**src/rtl/ibus_arb.sv**
```systemverilog
// ibus_arb: two-master / one-slave arbiter for the femto req/resp bus.
// m0 is the core fetch unit, m1 the debug/DMA loader. One transaction is
// outstanding on the slave side at a time; a request that cannot be forwarded
// in its own cycle is parked in that master's pending slot and issued later.
//
// Handshake: every *_req is a single-cycle pulse with its payload valid in the
// same cycle. A transaction ends with either a resp pulse (slave completed) or
// a fault pulse (s_fault seen in the grant cycle). A master may pulse a new req
// in the same cycle as its own resp, but not earlier.
`timescale 1ns/1ps

`ifndef XLEN
`define XLEN 32
`endif
`ifndef BUS_WIDTH
`define BUS_WIDTH 32
`endif
`ifndef BUS_ACC_CNT
`define BUS_ACC_CNT 4
`endif

module ibus_arb #(
   parameter logic RR_EN = 1'b1
) (
   input  logic                              clk,
   input  logic                              rst,
   // master 0
   input  logic                              m0_req,
   input  logic [`XLEN-1:0]                  m0_addr,
   input  logic                              m0_w_rb,
   input  logic [$clog2(`BUS_ACC_CNT)-1:0]   m0_acc,
   input  logic [`BUS_WIDTH-1:0]             m0_wdata,
   output logic                              m0_resp,
   output logic [`BUS_WIDTH-1:0]             m0_rdata,
   output logic                              m0_fault,
   // master 1
   input  logic                              m1_req,
   input  logic [`XLEN-1:0]                  m1_addr,
   input  logic                              m1_w_rb,
   input  logic [$clog2(`BUS_ACC_CNT)-1:0]   m1_acc,
   input  logic [`BUS_WIDTH-1:0]             m1_wdata,
   output logic                              m1_resp,
   output logic [`BUS_WIDTH-1:0]             m1_rdata,
   output logic                              m1_fault,
   // slave side
   output logic                              s_req,
   output logic [`XLEN-1:0]                  s_addr,
   output logic                              s_w_rb,
   output logic [$clog2(`BUS_ACC_CNT)-1:0]   s_acc,
   output logic [`BUS_WIDTH-1:0]             s_wdata,
   input  logic                              s_resp,
   input  logic [`BUS_WIDTH-1:0]             s_rdata,
   input  logic                              s_fault,
   // status
   output logic                              arb_err,
   output logic                              o_dbg_state
);

   localparam logic S_IDLE = 1'b0;
   localparam logic S_WAIT = 1'b1;

   logic                              r_state;
   logic                              r_owner;
   logic                              r_last;
   logic                              r_arb_err;

   logic                              r_pend0;
   logic [`XLEN-1:0]                  r_addr0;
   logic                              r_w_rb0;
   logic [$clog2(`BUS_ACC_CNT)-1:0]   r_acc0;
   logic [`BUS_WIDTH-1:0]             r_wdata0;

   logic                              r_pend1;
   logic [`XLEN-1:0]                  r_addr1;
   logic                              r_w_rb1;
   logic [$clog2(`BUS_ACC_CNT)-1:0]   r_acc1;
   logic [`BUS_WIDTH-1:0]             r_wdata1;

   logic w_idle;
   logic w_cand0;
   logic w_cand1;
   logic w_grant_vld;
   logic w_grant;
   logic w_fwd0;
   logic w_fwd1;
   logic w_cap0;
   logic w_cap1;
   logic w_done;
   logic w_viol;

   assign w_idle  = (r_state == S_IDLE);
   // A parked request and a live pulse both make a master a candidate.
   assign w_cand0 = r_pend0 | m0_req;
   assign w_cand1 = r_pend1 | m1_req;
   assign w_grant_vld = w_idle & (w_cand0 | w_cand1);

   // Pick the winner: on a tie, round-robin favours the master not served last.
   always_comb begin
      w_grant = w_cand1;
      if (w_cand0 && w_cand1) begin
         if (RR_EN) w_grant = ~r_last;
         else       w_grant = 1'b0;
      end
   end

   // A live pulse is forwarded only when its master wins with an empty slot;
   // otherwise the pending slot takes precedence and the pulse is parked.
   assign w_fwd0 = w_grant_vld & ~w_grant & ~r_pend0;
   assign w_fwd1 = w_grant_vld &  w_grant & ~r_pend1;
   assign w_cap0 = m0_req & ~w_fwd0;
   assign w_cap1 = m1_req & ~w_fwd1;

   assign w_done = ~w_idle & s_resp;

   // Protocol violations: overwriting a full slot, the owner re-requesting
   // before its resp, or a slave resp with nothing outstanding.
   assign w_viol = (m0_req & r_pend0) | (m1_req & r_pend1)
                 | (~w_idle & ~s_resp & ((m0_req & ~r_owner) | (m1_req & r_owner)))
                 | (w_idle & s_resp);

   // Route the granted payload to the slave; m0 live inputs when nothing is granted.
   always_comb begin
      s_addr  = m0_addr;
      s_w_rb  = m0_w_rb;
      s_acc   = m0_acc;
      s_wdata = m0_wdata;
      if (w_grant_vld && w_grant) begin
         if (r_pend1) begin
            s_addr  = r_addr1;
            s_w_rb  = r_w_rb1;
            s_acc   = r_acc1;
            s_wdata = r_wdata1;
         end else begin
            s_addr  = m1_addr;
            s_w_rb  = m1_w_rb;
            s_acc   = m1_acc;
            s_wdata = m1_wdata;
         end
      end else if (w_grant_vld && r_pend0) begin
         s_addr  = r_addr0;
         s_w_rb  = r_w_rb0;
         s_acc   = r_acc0;
         s_wdata = r_wdata0;
      end
   end

   // Strobes are forced low while rst is held so reset silences the bus at once.
   assign s_req    = w_grant_vld & ~rst;
   assign m0_fault = w_grant_vld & s_fault & ~w_grant & ~rst;
   assign m1_fault = w_grant_vld & s_fault &  w_grant & ~rst;
   assign m0_resp  = w_done & ~r_owner & ~rst;
   assign m1_resp  = w_done &  r_owner & ~rst;
   assign m0_rdata = s_rdata;
   assign m1_rdata = s_rdata;
   assign arb_err  = r_arb_err;
   assign o_dbg_state = r_state;

   // Arbitration FSM: IDLE grants, WAIT holds until the slave responds.
   always_ff @(posedge clk or posedge rst) begin
      if (rst) begin
         r_state <= S_IDLE;
         r_owner <= 1'b0;
         r_last  <= 1'b1;
      end else begin
         case (r_state)
            S_IDLE: begin
               if (w_grant_vld) begin
                  r_owner <= w_grant;
                  r_last  <= w_grant;
                  if (!s_fault) r_state <= S_WAIT;
               end
            end
            default: begin
               if (s_resp) r_state <= S_IDLE;
            end
         endcase
      end
   end

   // Pending valid bits: set by an unforwarded pulse, cleared when the slot is issued.
   always_ff @(posedge clk or posedge rst) begin
      if (rst) begin
         r_pend0 <= 1'b0;
         r_pend1 <= 1'b0;
      end else begin
         r_pend0 <= w_cap0 | (r_pend0 & ~(w_grant_vld & ~w_grant));
         r_pend1 <= w_cap1 | (r_pend1 & ~(w_grant_vld &  w_grant));
      end
   end

   // Pending payload buffers; a newer pulse always overwrites the slot.
   always_ff @(posedge clk) begin
      if (w_cap0) begin
         r_addr0  <= m0_addr;
         r_w_rb0  <= m0_w_rb;
         r_acc0   <= m0_acc;
         r_wdata0 <= m0_wdata;
      end
      if (w_cap1) begin
         r_addr1  <= m1_addr;
         r_w_rb1  <= m1_w_rb;
         r_acc1   <= m1_acc;
         r_wdata1 <= m1_wdata;
      end
   end

   // Sticky protocol-violation flag, cleared only by rst.
   always_ff @(posedge clk or posedge rst) begin
      if (rst)         r_arb_err <= 1'b0;
      else if (w_viol) r_arb_err <= 1'b1;
   end

endmodule

```
**config.mk**
```make
export PLATFORM = sky130hd
export DESIGN_NAME = ibus_arb
export DESIGN_NICKNAME = d
export VERILOG_FILES = /design/src/rtl/ibus_arb.sv
export SDC_FILE = /design/constraint.sdc
export NUM_CORES = 1
export LEC_CHECK = 0
export CAP_MARGIN = 20
export CORE_MARGIN = 2
export CORE_UTILIZATION = 47
export CTS_BUF_LIST = sky130_fd_sc_hd__clkbuf_2
export DETAILED_ROUTE_END_ITERATION = 8
export HOLD_SLACK_MARGIN = 0.08
export PLACE_DENSITY = 0.91
export SYNTH_ARGS = -nofsm -noshare
export SYNTH_HDL_FRONTEND = slang
export SYNTH_SLANG_ARGS = --single-unit
```
**constraint.sdc**
```tcl
create_clock -name clk -period 7.9 [get_ports clk]
set_input_delay 0.79 -clock clk [delete_from_list [all_inputs] [get_ports clk]]
set_output_delay 0.79 -clock clk [all_outputs]
set_load 0.02 [all_outputs]
```
## Word-level counts from Yosys, hierarchy flattened

Cells that the tools add are included.

| operators by class | value |
|---|---|
| muxes and demuxes | 17 |
| bitwise gates (word level) | 48 |
| reductions and logical operators | 4 |

Operator list:

| kind | number |
|---|---|
| $mux W32 | 6 |
| $and A1 B1 Y1 | 27 |
| $not A1 Y1 | 12 |
| $or A1 B1 Y1 | 9 |
| $mux W1 | 8 |
| $mux W2 | 3 |
| $logic_and A1 B1 Y1 | 3 |
| $reduce_and A2 Y1 | 1 |

| storage, ports and cells | value |
|---|---|
| register bits after elaboration | 140 |
| input bits | 172 |
| logic and storage cells | 83 |

## Longest topological paths before layout

| depth | value |
|---|---|
| word-level depth | 9 |
| mapped depth | 7 |
| gate-level depth less buffers | 3 |

## Worst setup path after synthesis

Ideal clock, no wire load.

| timing | value |
|---|---|
| path type | input to register |
| start point | input port m0_req |
| end point | register r_acc0[0] (enable) |
| library setup time | 437 ps |
| data arrival time | 2,835 ps |
| required time | 7,463 ps |
| path slack | 4,628 ps |
| cell stages on the path | 3 |
| buffers on the path | 0 |
| cell sequence | o21a_1 > nor2_1 > o31a_1 |

| on the way | value |
|---|---|
| cells in the longest elaborated chain, start to end | 8 |

Ends and longest elaborated chain:

| what | RTL line | text |
|---|---|---|
| start, declared | 28 | `input logic m0_req,` |
| $or A1 B1 Y1 | 93 | `assign w_cand0 = r_pend0 \| m0_req;` |
| $logic_and A1 B1 Y1 | 100 | `if (w_cand0 && w_cand1) begin` |
| $mux W1 | 100 |  |
| $not A1 Y1 | 108 | `assign w_fwd0 = w_grant_vld & ~w_grant & ~r_pend0;` |
| $and A1 B1 Y1 (2 in a row) | 108 |  |
| $not A1 Y1 | 110 | `assign w_cap0 = m0_req & ~w_fwd0;` |
| $and A1 B1 Y1 (*) | 110 |  |
| via w_cap0 | 86 | `logic w_cap0;` |
| end signal, assigned | 196 | `r_acc0 <= m0_acc;` |
| end, declared | 70 | `` logic [$clog2(`BUS_ACC_CNT)-1:0] r_acc0; `` |

The timed path passes the listed nets; every way through them passes the cells marked *.
A chain may end at the register's enable or synchronous reset.

## Final worst setup path

| timing | value |
|---|---|
| start point | register r_state, in the netlist o_dbg_state |
| end point | output port s_addr[15] |

| on the way | value |
|---|---|
| cells in the longest elaborated chain, start to end | 5 |

Ends and longest elaborated chain:

| what | RTL line | text |
|---|---|---|
| start, declared | 62 | `logic r_state;` |
| start signal, assigned | 161 | `r_state <= S_IDLE;` |
| start signal, assigned | 170 | `if (!s_fault) r_state <= S_WAIT;` |
| start signal, assigned | 174 | `if (s_resp) r_state <= S_IDLE;` |
| $not A1 Y1 (no source line) (*) | -- |  |
| $and A1 B1 Y1 (*) | 95 | `assign w_grant_vld = w_idle & (w_cand0 \| w_cand1);` |
| $logic_and A1 B1 Y1 | 139 | `end else if (w_grant_vld && r_pend0) begin` |
| $mux W32 | 139 |  |
| $mux W32 (*) | 127 | `if (w_grant_vld && w_grant) begin` |
| end, declared | 47 | `` output logic [`XLEN-1:0] s_addr, `` |

Every way passes the cells marked *; elsewhere a longest branch is shown, timed or not.

==> qor.txt <==
=====================================================================================
Outcome ................................................................ finished, final reports clean
Dominant cells by area after synthesis ................................. sky130_fd_sc_hd__edfxtp_1 57%, sky130_fd_sc_hd__mux2i_1 29%, sky130_fd_sc_hd__buf_4 7.9%
Setup violators final ..................................................            0
Net switching component of the power ...................................      1.14 mW
RD Place Congestion ....................................................        0.823
Reported max-cap violation count .......................................            0
Setup fix buffers added after clock tree synthesis .....................            0
Max Fclk ...............................................................      221 MHz
Sum of negative setup slack ............................................         0 ns
Data arrival at the endpoint of the critical path ......................      3.73 ns
Clock Root Buffer ...................................................... sky130_fd_sc_hd__clkbuf_2
Pleak ..................................................................      3.63 nW
Switching power share of the total .....................................        0.389
Total clock buffers created by CTS .....................................           17
# IOs ..................................................................          310
Final net count ........................................................          781
Crit end category ......................................................   output pin
Maximum level of the CTS H-tree ........................................            4
Critical path class .................................................... flop to output pin
Antenna violations before repair .......................................            0
Count of non-filler cells in the finished layout .......................          805
Number of placed instances, taps included ..............................          774
Class of the tightest hold or removal check ............................ input pin to asynchronous set/reset pin
Gate count of the mapped netlist .......................................          460
Total count of max-transition violations in the final report ...........            0
First-pass GRT wire length .............................................      27.1 mm
Routed wire length .....................................................      17.8 mm
Cells resized by post-CTS repair .......................................            0
Total number of vias ...................................................        4,368
Per-instance average area after synthesis ..............................    15.3 um^2
Layout Skew ............................................................    0.0352 ns
Initial cell density of the core .......................................        0.482
Post-detailed-route DRC marker count ...................................            0
Horizontal extent of the die ...........................................       126 um
Largest net degree at the start of global routing ......................           46
Iteration count of the initial detailed-routing pass ...................            4
Shortest clock period the worst path allows after layout ...............      4.52 ns
Area growth from synthesis to final layout .............................        28.4%
Die ar. ................................................................  0.0159 mm^2
Buffer levels on the longest clock path ................................            2
Sequential fraction of design power ....................................        0.356
Cell type with the highest aggregate area in the netlist ............... sky130_fd_sc_hd__edfxtp_1
HPWL Detailed ..........................................................      12.9 mm
Count of routing violations after the opening detailed-route iteration .          297
Share of synthesized area occupied by flip-flops and latches ...........        0.594
Clock power share ......................................................        0.132
Post-Syn Area .......................................................... 0.00703 mm^2
Antenna violation net count after detailed routing .....................            0
Global router's overall resource usage .................................        0.222
Internal power of the cells ............................................      1.79 mW
Num Clock Sinks ........................................................          140
Number of nets produced by synthesis ...................................          632
Height of the die ......................................................       126 um
Number of placement rows ...............................................           44
CTS clk-pin slew, worst paths ..........................................      0.22 ns
Count of fill cells added during filler insertion ......................        1,080
Vias in the first global route .........................................        4,748
Clock tree from TritonCTS ..............................................          yes
Seq cells post-synth ...................................................          140
Synthesis Warnings .....................................................            0
Fraction of layout cells with a size suffix above 1 ....................       0.0709
Core area ..............................................................  0.0146 mm^2
Unrepaired setup endpoints after global routing ........................        false
Count of port buffers added during placement ...........................          213
Proportion of power drawn by combinational gates .......................        0.511
Routed vias/inst .......................................................         5.43
Clock latency on the worst-skew pair ...................................      0.67 ns
Hold buffer count at CTS ...............................................            0
Maximum fanout encountered on the critical timing path .................           40
Slew margin rel. .......................................................        0.453
Final number of hold-violating endpoints ...............................            0
Distinct cell type count of the synthesized netlist ....................           27
Fraction of the cycle the final worst path needs .......................        0.572
Required time reported for the critical path endpoint ..................      7.11 ns
Routed WL per cell .....................................................      22.1 um
Nature of the critical path startpoint .................................         flop
Worst VDD drop .........................................................   0.000206 V
Measured slew at the worst slew-check pin ..............................     0.821 ns
Remaining global-route overflow ........................................            0
Pwr dens ...............................................................  324 mW/mm^2
Top-area cell type share of the netlist area ...........................        0.573
Diodes inserted ........................................................            0
=====================================================================================
==> cells in the mapped netlist, drive strengths merged <==
cell type  count
nand2          1
mux2i        202
a211oi         2
o21a           2
nor3           3
nand2b         2
o21ai          2
nor2b          1
clkbuf         2
a21o           3
nor2           5
dfstp          1
a21oi          1
and3b          1
edfxtp       134
nor3b          1
and3           1
o31a           2
inv            1
dfrtp          5
buf           87
a22o           1
==> sequential cells by signal, summed over array words and instances (netlist names) <==
signal,cells
arb_err,1
o_dbg_state,1
r_acc0,2
r_acc1,2
r_addr0,32
r_addr1,32
r_last,1
r_owner,1
r_pend0,1
r_pend1,1
r_w_rb0,1
r_w_rb1,1
r_wdata0,32
r_wdata1,32
==> power groups by stage <==
stage / Combinational (mW) / Sequential (mW) / Clock (mW)
after floorplan: 1.01 / 1.00 / 0
after global placement: 1.48 / 1.05 / 0
after detailed placement: 1.50 / 1.06 / 0
after CTS: 1.51 / 1.04 / 0.402
after global routing: 1.58 / 1.05 / 0.432
final: 1.50 / 1.04 / 0.387
==> worst max-delay path, cell delays in order, from the launching register on <==
cell,delay (ns)
sky130_fd_sc_hd__dfrtp_1,0.66
sky130_fd_sc_hd__nand2b_4,0.55
sky130_fd_sc_hd__buf_4,0.69
sky130_fd_sc_hd__mux2i_1,0.17
sky130_fd_sc_hd__mux2i_1,0.25
sky130_fd_sc_hd__clkdlybuf4s50_1,0.68
==> path summary, 6_finish.rpt <==
kind                              from          end  slack, ns  cells after the start
max                        o_dbg_state   s_addr[15]       3.38                      5
min                                rst      r_pend0       0.41                      2
max reg2reg                    r_pend1  r_wdata0[4]       4.99                      4
min reg2reg                    arb_err      arb_err       0.53                      2
max in group asynchronous          rst       r_last       7.25                      2
min in group clk               arb_err      arb_err       0.53                      2
==> cells by family after synthesis <==
family / Yosys count / share of synthesized area
AOI/OAI and AO/OA: 13 / 0.0134
buffers and inverters: 90 / 0.0923
DFF: 140 / 0.594
muxes: 202 / 0.288
and+or+nand+nor: 15 / 0.0123
==> cell type report <==
| class | instances | area [um^2] | area share |
|---|---|---|---|
| multi-input cells | 230 | 2220 | 0.246 |
| repair buffers | 219 | 2180 | 0.241 |
| clock buffers | 19 | 95.1 | 0.0105 |
| inverters | 1 | 3.75 | 0.000416 |
| clock inverters | 12 | 115 | 0.0128 |
| well taps | 184 | 230 | 0.0255 |
| flip-flops and latches | 140 | 4180 | 0.463 |
==> stage by stage <==
step	hold WS (ns)	area [um^2]	power [mW]	setup slack (ns)	utilization
after floorplan	0.501	7030	2.01	4.63	-
after global placement	0.485	8810	2.53	3.63	0.604
after detailed placement	0.488	8810	2.56	3.57	0.604
after CTS	0.311	9020	2.96	3.22	0.618
after global routing	0.318	9020	3.06	3.09	0.618
final	0.405	9020	2.93	3.38	0.618
==> routing by layer <==
metal	vias up	global-route usage	wire, um
met5	-	0.00619	0
met2	229	0.384	9270
met3	28	0.0624	1150
met4	0	0.0879	455
met1	2126	0.261	6950
li1	1985	-	-
==> cell usage in the layout, fill, tap and decap left out, drive strengths merged <==
| cell type | count |
|---|---|
| a21oi | 1 |
| clkinv | 5 |
| bufinv | 1 |
| nand2b | 2 |
| and3b | 1 |
| o21a | 2 |
| o31a | 2 |
| dfstp | 1 |
| nor2b | 1 |
| dfrtp | 5 |
| edfxtp | 134 |
| nor3b | 1 |
| inv | 4 |
| o21ai | 2 |
| clkdlybuf4s50 | 213 |
| clkbuf | 19 |
| clkinvlp | 3 |
| nor3 | 3 |
| a22o | 1 |
| a211oi | 2 |
| buf | 6 |
| and3 | 1 |
| nor2 | 5 |
| mux2i | 202 |
| a21o | 3 |
| nand2 | 1 |
(Power assumes the default switching activity.)
